**config.mk**
```make
export PLATFORM = sky130hd
export DESIGN_NAME = mc_ctrl
export DESIGN_NICKNAME = d
export VERILOG_FILES = /design/src/rtl/mc_pkg.sv /design/src/rtl/mc_decode.sv /design/src/rtl/mc_ctrl.sv
export SDC_FILE = /design/constraint.sdc
export NUM_CORES = 1
export LEC_CHECK = 0
export CORE_UTILIZATION = 52
export DETAILED_ROUTE_END_ITERATION = 6
export DONT_BUFFER_PORTS = 1
export PLACE_DENSITY_LB_ADDON = 0.1
export SYNTH_ARGS = -nofsm -noshare
export SYNTH_HDL_FRONTEND = slang
export SYNTH_HIERARCHICAL = 1
export SYNTH_SLANG_ARGS = --single-unit
```
**constraint.sdc**
```tcl
create_clock -name clk -period 7.3 [get_ports clk]
set_input_delay 1.095 -clock clk [delete_from_list [all_inputs] [get_ports clk]]
set_output_delay 1.095 -clock clk [all_outputs]
set_load 0.005 [all_outputs]
```
**src/rtl/mc_pkg.sv**
```systemverilog
// Shared encodings for the multi-cycle MIPS control unit: FSM states, opcode/funct
// values, datapath select encodings and the latched instruction class.
package mc_pkg;

  localparam logic [2:0] ST_FETCH  = 3'd0;
  localparam logic [2:0] ST_DECODE = 3'd1;
  localparam logic [2:0] ST_EXEC   = 3'd2;
  localparam logic [2:0] ST_MEM    = 3'd3;
  localparam logic [2:0] ST_WB     = 3'd4;

  localparam logic [5:0] OP_RTYPE = 6'h00;
  localparam logic [5:0] OP_J     = 6'h02;
  localparam logic [5:0] OP_JAL   = 6'h03;
  localparam logic [5:0] OP_BEQ   = 6'h04;
  localparam logic [5:0] OP_ORI   = 6'h0D;
  localparam logic [5:0] OP_LUI   = 6'h0F;
  localparam logic [5:0] OP_LW    = 6'h23;
  localparam logic [5:0] OP_SW    = 6'h2B;

  localparam logic [5:0] FN_JR    = 6'h08;
  localparam logic [5:0] FN_ADDU  = 6'h21;
  localparam logic [5:0] FN_SUBU  = 6'h23;

  localparam logic [1:0] PCSRC_PC4 = 2'b00;
  localparam logic [1:0] PCSRC_BR  = 2'b01;
  localparam logic [1:0] PCSRC_JMP = 2'b10;
  localparam logic [1:0] PCSRC_GPR = 2'b11;

  localparam logic [1:0] REGDST_RT = 2'b00;
  localparam logic [1:0] REGDST_RD = 2'b01;
  localparam logic [1:0] REGDST_RA = 2'b10;

  localparam logic [2:0] ALUOP_ADD = 3'b000;
  localparam logic [2:0] ALUOP_SUB = 3'b001;
  localparam logic [2:0] ALUOP_OR  = 3'b010;
  localparam logic [2:0] ALUOP_LUI = 3'b011;

  localparam logic [1:0] EXT_ZERO = 2'b00;
  localparam logic [1:0] EXT_SIGN = 2'b01;

  // Write-back mux select, shared with the datapath.
  localparam logic [1:0] WB_AO  = 2'b00;
  localparam logic [1:0] WB_MD  = 2'b01;
  localparam logic [1:0] WB_PC4 = 2'b10;

  typedef enum logic [3:0] {
    R_ADDU, R_SUBU, R_JR, ORI, LUI, LW, SW, BEQ, J, JAL, NOP
  } cls_t;

endpackage

```
**src/rtl/mc_decode.sv**
```systemverilog
// Combinational instruction classifier: opcode/funct to cls; anything
// outside the supported set decodes as NOP.
module mc_decode
  import mc_pkg::*;
(
  input  logic [5:0] opcode,
  input  logic [5:0] funct,
  output cls_t       cls
);

  always_comb begin
    cls = NOP;
    case (opcode)
      OP_RTYPE: begin
        case (funct)
          FN_ADDU: cls = R_ADDU;
          FN_SUBU: cls = R_SUBU;
          FN_JR:   cls = R_JR;
          default: cls = NOP;
        endcase
      end
      OP_ORI:  cls = ORI;
      OP_LUI:  cls = LUI;
      OP_LW:   cls = LW;
      OP_SW:   cls = SW;
      OP_BEQ:  cls = BEQ;
      OP_J:    cls = J;
      OP_JAL:  cls = JAL;
      default: cls = NOP;
    endcase
  end

endmodule

```
**src/rtl/mc_ctrl.sv**
```systemverilog
// Multi-cycle MIPS control FSM (FETCH/DECODE/EXEC/MEM/WB) with Moore outputs.
// Define MC_CTRL_PERF_EN to add cycle and retired-instruction counters.
module mc_ctrl
  import mc_pkg::*;
#(
  parameter logic [4:0] RA_IDX = 5'd31
) (
  input  logic        clk,
  input  logic        reset,
  input  logic [5:0]  opcode,
  input  logic [5:0]  funct,
  input  logic        zero,
  output logic        PCWr,
  output logic [1:0]  PCSrc,
  output logic        IRWr,
  output logic        RegWr,
  output logic [1:0]  RegDst,
  output logic        ALUSrc,
  output logic [2:0]  ALUOp,
  output logic [1:0]  ExtOp,
  output logic        MemWr,
  output logic [1:0]  MemtoReg,
  output logic [4:0]  ra_idx,
  output logic [2:0]  state
`ifdef MC_CTRL_PERF_EN
  ,
  output logic [31:0] cyc_cnt,
  output logic [31:0] inst_cnt
`endif
);

  logic [2:0] r_state;
  logic [2:0] w_next_state;
  cls_t       r_cls;
  cls_t       w_dec_cls;
  cls_t       w_cls;

  mc_decode u_decode (
    .opcode (opcode),
    .funct  (funct),
    .cls    (w_dec_cls)
  );

  // IR is only valid from DECODE on, so DECODE acts on the live decode and
  // every later state on the copy captured at the DECODE edge.
  assign w_cls = (r_state == ST_DECODE) ? w_dec_cls : r_cls;

  always_ff @(posedge clk or posedge reset) begin
    if (reset) begin
      r_state <= ST_FETCH;
      r_cls   <= NOP;
    end else begin
      r_state <= w_next_state;
      if (r_state == ST_DECODE)
        r_cls <= w_dec_cls;
    end
  end

  always_comb begin
    w_next_state = ST_FETCH;
    case (r_state)
      ST_FETCH:  w_next_state = ST_DECODE;
      ST_DECODE: begin
        case (w_cls)
          J, R_JR, NOP: w_next_state = ST_FETCH;
          JAL:          w_next_state = ST_WB;
          default:      w_next_state = ST_EXEC;
        endcase
      end
      ST_EXEC: begin
        case (w_cls)
          R_ADDU, R_SUBU, ORI, LUI: w_next_state = ST_WB;
          LW, SW:                   w_next_state = ST_MEM;
          default:                  w_next_state = ST_FETCH;
        endcase
      end
      ST_MEM:  w_next_state = (w_cls == LW) ? ST_WB : ST_FETCH;
      default: w_next_state = ST_FETCH;
    endcase
  end

  // Reset gates every output so FETCH's enables cannot leak while reset is held.
  always_comb begin
    PCWr     = 1'b0;
    PCSrc    = PCSRC_PC4;
    IRWr     = 1'b0;
    RegWr    = 1'b0;
    RegDst   = REGDST_RT;
    ALUSrc   = 1'b0;
    ALUOp    = ALUOP_ADD;
    ExtOp    = EXT_ZERO;
    MemWr    = 1'b0;
    MemtoReg = WB_AO;
    if (!reset) begin
      case (r_state)
        ST_FETCH: begin
          IRWr = 1'b1;
          PCWr = 1'b1;
        end
        ST_DECODE: begin
          if (w_cls == J) begin
            PCWr  = 1'b1;
            PCSrc = PCSRC_JMP;
          end else if (w_cls == R_JR) begin
            PCWr  = 1'b1;
            PCSrc = PCSRC_GPR;
          end
        end
        ST_EXEC: begin
          case (w_cls)
            R_SUBU: ALUOp = ALUOP_SUB;
            ORI: begin
              ALUSrc = 1'b1;
              ALUOp  = ALUOP_OR;
            end
            LUI: begin
              ALUSrc = 1'b1;
              ALUOp  = ALUOP_LUI;
            end
            LW, SW: begin
              ALUSrc = 1'b1;
              ExtOp  = EXT_SIGN;
            end
            BEQ: begin
              ALUOp = ALUOP_SUB;
              PCWr  = zero;
              PCSrc = PCSRC_BR;
            end
            default: ALUOp = ALUOP_ADD;
          endcase
        end
        ST_MEM:  MemWr = (w_cls == SW);
        ST_WB: begin
          case (w_cls)
            R_ADDU, R_SUBU: begin
              RegWr  = 1'b1;
              RegDst = REGDST_RD;
            end
            ORI, LUI: RegWr = 1'b1;
            LW: begin
              RegWr    = 1'b1;
              MemtoReg = WB_MD;
            end
            JAL: begin
              RegWr    = 1'b1;
              RegDst   = REGDST_RA;
              MemtoReg = WB_PC4;
              PCWr     = 1'b1;
              PCSrc    = PCSRC_JMP;
            end
            default: RegWr = 1'b0;
          endcase
        end
        default: PCWr = 1'b0;
      endcase
    end
  end

  assign ra_idx = RA_IDX;
  assign state  = r_state;

`ifdef MC_CTRL_PERF_EN
  logic [31:0] r_cyc_cnt;
  logic [31:0] r_inst_cnt;

  always_ff @(posedge clk or posedge reset) begin
    if (reset) begin
      r_cyc_cnt  <= 32'd0;
      r_inst_cnt <= 32'd0;
    end else begin
      r_cyc_cnt <= r_cyc_cnt + 32'd1;
      if (w_next_state == ST_FETCH && r_state != ST_FETCH)
        r_inst_cnt <= r_inst_cnt + 32'd1;
    end
  end

  assign cyc_cnt  = r_cyc_cnt;
  assign inst_cnt = r_inst_cnt;
`endif

endmodule

```
==> reports/metrics.csv <==
metric;value;unit
EDFF count, synth;0;
GRT overflow;0;
outcome;finished, final reports clean;
Placer Congestion;0.799;
initial drt markers;24;
fin crit share;55.7;%
I/O pin total;39;
met1 usage;25.4;%
share of layout cells above drive strength 1;15.0;%
vias;939;
Yosys reg bits;7;
post-route setup TNS;0;ns
Setup Buffers After CTS;0;
VDD IR-drop max;0.102;mV
clock sink count;7;
register area;178;um2
hold depth;2;
hpwl dp;1680;um
Rel. slew slack;52.1;%
Fin. Hold Viols;0;
fraction of registers with async set/reset;100;%
first-pass GRT wire length;3310;um
Net Switching;90.7;uW
DR WL/cell;14.3;um
Reg2Reg Depth;4;
Longest Clk Path Bufs;2;
antenna cells;0;
Layout Nets;143;
post-CTS sizing;0;
CTS tree;done;
First-pass DRT Iterations;4;
die area;2260;um2
Clock Tree Root;clkbuf_4;
Routed Wire Length;2200;um
switching share of power;43.3;%
Logic pwr share;46.5;%
Final ANT Viol Nets;0;
Startpoint Class;primary input;
Clock Skew;0.00475;ns
Final Setup Violations;0;
worst min path class;flop to flop;
Pint;119;uW
Initial Util;54.9;%
number of distinct library cells after synthesis;51;
pin count of the biggest net entering global routing;16;
commonest non-fill, non-tap cell in the layout;nor2_1;
Mapped Cells;136;
warnings from Yosys;6;
leak pwr;0.368;nW
worst-path maximum fanout;7;
Post-CTS Hold Buffers;0;
Post-Syn Area per Cell;7.92;um2
critical setup path kind;primary input to primary output;
sequential power share;37.3;%
predominant post-synthesis flop cell;dfrtp_1;
Most Crowded Layer GR;met2;
Area Growth Syn to Fin;-6.74;%
PwrDens;209;nW/um2
Clk pwr share;16.2;%
initial antenna violation count;0;
H-tree depth;1;
Max Slew Vio Count;0;
CP Data Required Time;6.20;ns
min Tclk post-route;4.07;ns
crit end category;primary output;
Rows;16;
Synth Cell Area;1080;um2
grt met3 use;3.02;%
area of the core;1960;um2
Vias/cell;6.10;
Clock Latency Late Sink;0.24;ns
Fill cells;212;
total CTS buffers;3;
total of max-cap violations;0;
RSZ-0062 raised after global routing;false;
Die Span Y;47.5;um
Max Fclk;0.246;GHz
Multi-input gate area;748;um2
I/O Buffers;0;
All-Layer GR Usage;20.3;%
CP arrival;2.97;ns
most frequent cells in the layout;nor2_1, nand2_1, conb_1;
DR DRC count;0;
clock transition at the registers of the reported paths;0.05;ns
vias in the first global route;767;
Horiz. Die Dim;47.5;um
met2 usage;36.2;%
Final Util;51.2;%
Slew @ Worst Pin;0.716;ns
Seq/Total Area, Yosys;16.5;%
final timing paths:
check | slack [ns] | from | endpoint
max in group asynchronous | 6.32 | reset | r_cls[1]$_DFF_PP1_
min in group asynchronous | 0.69 | reset | state[1]$_DFF_PP0_
worst min register to register | 0.58 | r_cls[1]$_DFF_PP1_ | r_cls[1]$_DFF_PP1_
worst max-delay path | 3.23 | opcode[4] | RegWr
worst min-delay path | 0.58 | r_cls[1]$_DFF_PP1_ | r_cls[1]$_DFF_PP1_
worst max register to register | 5.16 | state[2]$_DFF_PP0_ | state[2]$_DFF_PP0_
critical path, cell delays in order:
cell,delay (ns)
or4_4,0.54
nor3_4,0.15
nand2_1,0.09
o21ai_2,0.30
mux2i_1,0.24
mux2i_1,0.12
or2_1,0.25
a31oi_1,0.20
metrics by stage:
stage                     setup WS, ns  hold WS [ns]  cell area (um2)  power [mW]  instances
after floorplan                   3.39         0.581             1100       0.180        141
after global placement            3.28         0.556              978       0.175        150
after detailed placement          3.24         0.565              978       0.175        150
after CTS                         3.23         0.572             1000       0.209        154
after global routing              3.06         0.615             1000       0.225        154
final                             3.23         0.579             1000       0.210        154
sequential cells by signal, summed over array words and instances, names as in the netlist:
register and cells:
r_cls 4, state 3
kinds of logic (layout without fill, tap and decap cells):
family	count (synthesis)	in the layout	synth area share, %
XOR/XNOR	4	4	3.25
multiplexers	9	9	9.06
flip-flops	7	7	16.5
other	2	7	0.697
buffers and inverters	23	9	15.8
AO/OA/AOI/OAI	24	24	14.9
AND/OR/NAND/NOR	67	67	39.8
metal layers:
metal / part of all wire (%) / wire, um
met5: 0 / 0
met4: 0 / 0
met3: 5.3 / 117
met2: 53 / 1170
met1: 42 / 915
Yosys cell counts (all sizes together), types with 3 or more instances:
library cell	instances	area share, %
nand4b	3	2.4
mux2i	6	5.6
nand3	5	2.3
o21ai	5	2.7
nor4	5	4.3
nor2	13	4.5
a21o	3	2.1
nor3	6	3.8
nand2	12	4.2
buf	16	13
nor4b	3	2.4
mux2	3	3.5
xor2	3	2.4
dfrtp	5	12
inv	5	1.7
a21oi	7	3.6
final cells by class:
class	instances	area share, %
multi-input combinational	111	74.5
clock buffer	4	2.62
inverter	5	1.87
tap	27	3.36
sequential	7	17.7
power groups by stage:
| stage | Combinational, mW | Sequential [mW] | Clock [mW] |
|---|---|---|---|
| 4_1_cts | 0.0973 | 0.0778 | 0.0343 |
| 3_5_place_dp | 0.0968 | 0.0785 | 0 |
| 5_1_grt | 0.107 | 0.0815 | 0.0368 |
| 2_1_floorplan | 0.122 | 0.0582 | 0 |
| 6_report | 0.0975 | 0.0782 | 0.0339 |
| 3_3_place_gp | 0.0964 | 0.0785 | 0 |
Note: power is estimated with default switching activity, not from simulation.
